## src/rtl/quantser_sched_pkg.sv

```systemverilog
// Shared types and width constants for the quantizer/serializer scheduler.
package quantser_sched_pkg;

  localparam int BWOUT   = 32;
  localparam int BWBWOUT = $clog2(BWOUT);
  localparam int NVEC_W  = 16;
  localparam int ADDR_W  = 9;

  typedef enum logic [1:0] {
    QS_IDLE,
    QS_WAIT_ACC,
    QS_SERIAL,
    QS_DONE
  } qs_state_t;

endpackage

```

## src/rtl/quantser_sched_if.sv

```systemverilog
// Job configuration, accumulator handshake and serializer/output-RAM controls.
interface quantser_sched_if #(
  parameter int BWBWOUT = quantser_sched_pkg::BWBWOUT,
  parameter int NVEC_W  = quantser_sched_pkg::NVEC_W,
  parameter int ADDR_W  = quantser_sched_pkg::ADDR_W
);
  logic [BWBWOUT-1:0] cfg_bwout;
  logic [NVEC_W-1:0]  cfg_nvec;
  logic [ADDR_W-1:0]  cfg_baddr;
  logic [ADDR_W-1:0]  cfg_stride;
  logic               go;
  logic               acc_valid;
  logic               stall;
  logic               acc_ack;
  logic               load;
  logic               step;
  logic               wr_en;
  logic [ADDR_W-1:0]  wr_addr;
  logic               busy;
  logic               done;

  modport master (
    output cfg_bwout, cfg_nvec, cfg_baddr, cfg_stride, go, acc_valid, stall,
    input  acc_ack, load, step, wr_en, wr_addr, busy, done
  );

  modport slave (
    input  cfg_bwout, cfg_nvec, cfg_baddr, cfg_stride, go, acc_valid, stall,
    output acc_ack, load, step, wr_en, wr_addr, busy, done
  );
endinterface

```

## src/rtl/quantser_sched_addrgen.sv

```systemverilog
// Output-memory address generator: per-vector base plus a running bit-plane address.
module quantser_addrgen #(
  parameter int ADDR_W = 9
) (
  input  logic              clk,
  input  logic              clr,
  input  logic              init,
  input  logic              bit_adv,
  input  logic              vec_adv,
  input  logic              hold,
  input  logic [ADDR_W-1:0] baddr,
  input  logic [ADDR_W-1:0] stride,
  output logic [ADDR_W-1:0] addr
);
  logic [ADDR_W-1:0] vbase;
  logic [ADDR_W-1:0] stride_r;
  logic [ADDR_W-1:0] vbase_nxt;

  assign vbase_nxt = vbase + stride_r;

  // vec_adv wins over bit_adv on the last bit so addr jumps straight to the next base
  always_ff @(posedge clk) begin
    if (clr) begin
      vbase    <= '0;
      addr     <= '0;
      stride_r <= '0;
    end else if (!hold) begin
      if (init) begin
        vbase    <= baddr;
        addr     <= baddr;
        stride_r <= stride;
      end else if (vec_adv) begin
        vbase <= vbase_nxt;
        addr  <= vbase_nxt;
      end else if (bit_adv) begin
        addr <= addr + 1'b1;
      end
    end
  end
endmodule

```

## src/rtl/quantser_sched.sv

```systemverilog
// Scheduler FSM: per vector waits for the accumulator, loads the serializer, then steps one bit plane per cycle.
module quantser_sched #(
  parameter int BWOUT   = 32,
  parameter int BWBWOUT = $clog2(BWOUT),
  parameter int NVEC_W  = 16,
  parameter int ADDR_W  = 9
) (
  input logic             clk,
  input logic             clr,
  quantser_sched_if.slave bus
);
  import quantser_sched_pkg::*;

  qs_state_t          state, state_nxt;
  logic [BWBWOUT-1:0] bwout_r;
  logic [BWBWOUT-1:0] bitcnt;
  logic [NVEC_W-1:0]  vrem;
  logic               init, bit_adv, vec_adv;
  logic [ADDR_W-1:0]  addr;

  quantser_addrgen #(.ADDR_W(ADDR_W)) u_addrgen (
    .clk     (clk),
    .clr     (clr),
    .init    (init),
    .bit_adv (bit_adv),
    .vec_adv (vec_adv),
    .hold    (bus.stall),
    .baddr   (bus.cfg_baddr),
    .stride  (bus.cfg_stride),
    .addr    (addr)
  );

  always_ff @(posedge clk) begin
    if (clr) begin
      state   <= QS_IDLE;
      bwout_r <= '0;
      bitcnt  <= '0;
      vrem    <= '0;
    end else if (!bus.stall) begin
      state <= state_nxt;
      if (init) begin
        bwout_r <= bus.cfg_bwout;
        vrem    <= bus.cfg_nvec;
      end
      if (bus.load) begin
        vrem   <= vrem - 1'b1;
        bitcnt <= bwout_r;
      end
      if (bus.step) begin
        bitcnt <= bitcnt - 1'b1;
      end
    end
  end

  // vrem is decremented at load, so the bwout=0 path tests it before the decrement lands
  always_comb begin
    state_nxt   = state;
    init        = 1'b0;
    bit_adv     = 1'b0;
    vec_adv     = 1'b0;
    bus.load    = 1'b0;
    bus.acc_ack = 1'b0;
    bus.step    = 1'b0;
    bus.wr_en   = 1'b0;
    if (!bus.stall) begin
      case (state)
        QS_IDLE: begin
          if (bus.go) begin
            init      = 1'b1;
            state_nxt = (bus.cfg_nvec != '0) ? QS_WAIT_ACC : QS_DONE;
          end
        end
        QS_WAIT_ACC: begin
          if (bus.acc_valid) begin
            bus.load    = 1'b1;
            bus.acc_ack = 1'b1;
            if (bwout_r != '0) begin
              state_nxt = QS_SERIAL;
            end else begin
              vec_adv   = 1'b1;
              state_nxt = (vrem != NVEC_W'(1)) ? QS_WAIT_ACC : QS_DONE;
            end
          end
        end
        QS_SERIAL: begin
          bus.step  = 1'b1;
          bus.wr_en = 1'b1;
          bit_adv   = 1'b1;
          if (bitcnt == BWBWOUT'(1)) begin
            vec_adv   = 1'b1;
            state_nxt = (vrem != '0) ? QS_WAIT_ACC : QS_DONE;
          end
        end
        QS_DONE: begin
          state_nxt = QS_IDLE;
        end
        default: begin
          state_nxt = QS_IDLE;
        end
      endcase
    end
  end

  assign bus.busy    = (state != QS_IDLE);
  assign bus.done    = (state == QS_DONE);
  assign bus.wr_addr = addr;
endmodule

```

## src/flat_wrapper.sv

```systemverilog
// flat-port wrapper written by rule: the top's interface ports become plain ports
module quantser_sched_flat import quantser_sched_pkg::*;
#(
  parameter int BWOUT   = 32,
  parameter int BWBWOUT = $clog2(BWOUT),
  parameter int NVEC_W  = 16,
  parameter int ADDR_W  = 9
)
  (clk, clr, bus_cfg_bwout, bus_cfg_nvec, bus_cfg_baddr, bus_cfg_stride, bus_go, bus_acc_valid, bus_stall, bus_acc_ack, bus_load, bus_step, bus_wr_en, bus_wr_addr, bus_busy, bus_done);
  quantser_sched_if #(.BWBWOUT(BWBWOUT), .NVEC_W(NVEC_W), .ADDR_W(ADDR_W)) bus_i ();
  input logic clk;
  input logic clr;
  input wire logic [$bits(bus_i.cfg_bwout)-1:0] bus_cfg_bwout;
  input wire logic [$bits(bus_i.cfg_nvec)-1:0] bus_cfg_nvec;
  input wire logic [$bits(bus_i.cfg_baddr)-1:0] bus_cfg_baddr;
  input wire logic [$bits(bus_i.cfg_stride)-1:0] bus_cfg_stride;
  input wire logic [$bits(bus_i.go)-1:0] bus_go;
  input wire logic [$bits(bus_i.acc_valid)-1:0] bus_acc_valid;
  input wire logic [$bits(bus_i.stall)-1:0] bus_stall;
  output wire logic [$bits(bus_i.acc_ack)-1:0] bus_acc_ack;
  output wire logic [$bits(bus_i.load)-1:0] bus_load;
  output wire logic [$bits(bus_i.step)-1:0] bus_step;
  output wire logic [$bits(bus_i.wr_en)-1:0] bus_wr_en;
  output wire logic [$bits(bus_i.wr_addr)-1:0] bus_wr_addr;
  output wire logic [$bits(bus_i.busy)-1:0] bus_busy;
  output wire logic [$bits(bus_i.done)-1:0] bus_done;
  assign bus_i.cfg_bwout = bus_cfg_bwout;
  assign bus_i.cfg_nvec = bus_cfg_nvec;
  assign bus_i.cfg_baddr = bus_cfg_baddr;
  assign bus_i.cfg_stride = bus_cfg_stride;
  assign bus_i.go = bus_go;
  assign bus_i.acc_valid = bus_acc_valid;
  assign bus_i.stall = bus_stall;
  assign bus_acc_ack = bus_i.acc_ack;
  assign bus_load = bus_i.load;
  assign bus_step = bus_i.step;
  assign bus_wr_en = bus_i.wr_en;
  assign bus_wr_addr = bus_i.wr_addr;
  assign bus_busy = bus_i.busy;
  assign bus_done = bus_i.done;
  quantser_sched #(.BWOUT(BWOUT), .BWBWOUT(BWBWOUT), .NVEC_W(NVEC_W), .ADDR_W(ADDR_W)) u_core (.clk(clk), .clr(clr), .bus(bus_i));
endmodule
```

## config.mk

```make
export PLATFORM = sky130hd
export DESIGN_NAME = quantser_sched_flat
export DESIGN_NICKNAME = d
export VERILOG_FILES = /design/src/rtl/quantser_sched_pkg.sv /design/src/rtl/quantser_sched_if.sv /design/src/rtl/quantser_sched_addrgen.sv /design/src/rtl/quantser_sched.sv /design/src/flat_wrapper.sv
export SDC_FILE = /design/constraint.sdc
export NUM_CORES = 1
export LEC_CHECK = 0
export CORE_MARGIN = 10
export CORE_UTILIZATION = 55
export DETAILED_ROUTE_END_ITERATION = 8
export PLACE_DENSITY = 0.86
export SLEW_MARGIN = 0
export SYNTH_ARGS = -nofsm -noshare
export SYNTH_HDL_FRONTEND = slang
export SYNTH_SLANG_ARGS = --single-unit
```

## constraint.sdc

```tcl
create_clock -name clk -period 6.2 [get_ports clk]
set_input_delay 1.55 -clock clk [delete_from_list [all_inputs] [get_ports clk]]
set_output_delay 1.55 -clock clk [all_outputs]
set_load 0.1 [all_outputs]
```

==> impl_results.md <==
- Status: completed
- Leak: 1.46 nW
- N_diodes: 0
- Fin cells: 520
- Largest cells by area after synthesis: dfxtp_1 (34%), nand2_1 (7.2%), ha_1 (7.0%)
- Final Hold Viols: 0
- Worst Path Max Fanout: 17
- Synth Register Bits: 55
- RSZ-0062 raised after global routing: false
- 1st-iter DRT viols: ~330
- Min-Delay Path Class: register to register
- Die width: between 90 and 100 um
- Core Area: approximately 5600 um^2
- Post-synthesis cell type count: 69
- Vias after detailed routing: between 3000 and 4000
- F_max: roughly 0.21 GHz
- IO Pins: a little under 60
- Critical Path AT: around 3.2 ns
- Clock latency at the later pin of the worst-skew pair: 0.32 ns
- Post-CTS sizing: 0
- Max IR drop VDD: 188 uV
- CP Launch Type: input pin
- GRT overflow: 0
- Syn-to-layout area delta: 22.5%
- Most area-hungry cell type in the Yosys netlist: dfxtp_1
- Worst Max-Slew Pin Slew: about 0.98 ns
- Vias in the first global route: roughly 3100
- Post-CTS Hold Fix Bufs: 0
- Cell area after synthesis: ~3200 um^2
- Mapped Avg Cell Area: 8.08 um^2
- Syn. warnings: 0
- Worst slew margin: a little over a third
- Fin worst setup slack: ~1.5 ns
- Layout cells sized above 1: 6.70%
- Detailed Route WL: between 9 and 10 mm
- Dpl ws: about 1.5 ns
- Vias/cell: roughly 6.4
- Yosys top cell area share: about a third
- Max H-tree Level: 2
- Sequential area share after synthesis: about a third
- Cells after Synth: roughly 400
- Filler instances: approximately 480
- GRT Resource Usage Total: a little under 20%
- Post-DP HPWL: between 6 and 7 mm
- FP Rows: 27
- Max-slew violations: 0
- Most frequent cells in the layout: nand2_1 (62), dfxtp_1 (55), clkdlybuf4s50_1 (54)
- Setup tns final: 0 ns
- Num CTS Buffers: 5
- Most common cell after layout, fill and taps aside: nand2_1
- WL/cell: approximately 18 um
- # DRC: 0
- Max-Cap Viols: 0
- Die height: just under 100 um
- Die area: ~9300 um^2
- Critical Path Sink Type: primary output
- Initial antenna violation count: 0
- # setup viols final: 0
- CTS Root Buffer Type: clkbuf_8
- Async SR Flop Fraction: 0%
- GP Congestion: approximately 0.94
- Period Utilization, post-route: ~76%
- Required time worst endpoint: about 4.7 ns
- Global-route wire length before repair: about 15 mm
- Largest net degree at the start of global routing: 30
- CTS tree: done
- Mapped Nets: around 460
- Final core occ: between 70% and 80%
- Inst Count DP: between 500 and 600
- Crit path time final: 4.74 ns
- Layout net count: slightly above 500
- Buffer count from post-CTS setup fixing: 0
- # port buffers: 58
- Hold WS: approximately 0.47 ns
- Clock Pin Slew Worst Setup and Hold Paths: 0.10 ns
- Critical path type: input pin to primary output
- Clk sinks: 55
- Pwr/cell area: 256 nW/um^2
- TritonRoute pass-1 iters: 5
- Top FF cell, synth: dfxtp_1
- Post-route ant nets: 0
- Initial core utilization: 57.5%
- Clk buf depth: 2
- Number of flops mapped to enable cells by yosys: 0
- Worst clock skew: approximately 0.0095 ns
worst paths after layout:
kind / from / end / slack [ns] / depth (start not counted)
setup reg to reg: u_core.state[1] / u_core.vrem[4] / 3.22 / 7
setup / recovery: bus_stall / bus_load / 1.46 / 4
hold reg to reg: u_core.u_addrgen.vbase[2] / u_core.u_addrgen.vbase[2] / 0.47 / 2
hold / removal: u_core.u_addrgen.vbase[2] / u_core.u_addrgen.vbase[2] / 0.47 / 2
state kept, by name, summed over array words and instances (netlist names):
name / cells
u_core.bitcnt: 5
u_core.u_addrgen.vbase: 9
u_core.bwout_r: 5
u_core.vrem: 16
u_core.state: 2
u_core.u_addrgen.addr: 9
u_core.u_addrgen.stride_r: 9
layout make-up:
cell class | instances | area, um^2 | area share [%]
multi-input combinational | 310 | 1990 | 50.3
clock buffer | 6 | 72.6 | 1.84
timing repair buffer | 60 | 586 | 14.8
clock inverter | 2 | 60.1 | 1.52
tap | 72 | 90.1 | 2.28
inverter | 15 | 56.3 | 1.42
sequential | 55 | 1100 | 27.9
power by group:
part	switching (mW)	internal, mW
registers	0.0301	0.382
logic	0.200	0.116
clock network	0.122	0.162
total	0.352	0.660
per-layer routing:
| metal | up-vias | part of all wire (%) | GRT usage, % |
|---|---|---|---|
| met5 | - | 0 | 0 |
| met4 | 0 | 1.4 | 5.69 |
| met3 | 19 | 9.2 | 4.16 |
| met2 | 170 | 46 | 31.3 |
| met1 | 1534 | 43 | 26.4 |
| li1 | 1585 | - | - |
critical path: stages:
cell             delay (ns)
clkdlybuf4s50_1        0.53
nand3b_2               0.25
clkinv_1               0.44
buf_4                  0.41
cell usage after synthesis (all sizes together), types with 4 or more instances:
library cell and number:
a31oi 10, a22oi 6, nand4 7, inv 14
nor2 34, nor3 8, nor4 8, nor3b 5
a311oi 6, clkbuf 13, buf 6, o211ai 4
dfxtp 55, nor2b 4, a211oi 10, ha 18
a21oi 34, o21ai 17, nand2 63, nand3 13
mux2 4, or4 6
per-stage QoR:
step / area (um^2) / power, mW
6_report: 3950 / 1.01
5_1_grt: 3950 / 1.05
4_1_cts: 3950 / 1.00
3_5_place_dp: 3820 / 0.729
3_3_place_gp: 3820 / 0.720
2_1_floorplan: 3220 / 0.639
cells by family (layout without fill, tap and decap cells):
logic type      after synthesis  in the layout  synth area share [%]
xor+xnor                      4              4                  1.09
simple gates                164            164                  26.3
flops                        55             55                  34.1
mux                           5              5                  1.71
compound gates              118            118                  24.8
fa+ha+maj                    19             19                  7.61
buf+inv                      34             83                  4.27
Power figures use the tool's default switching activity.
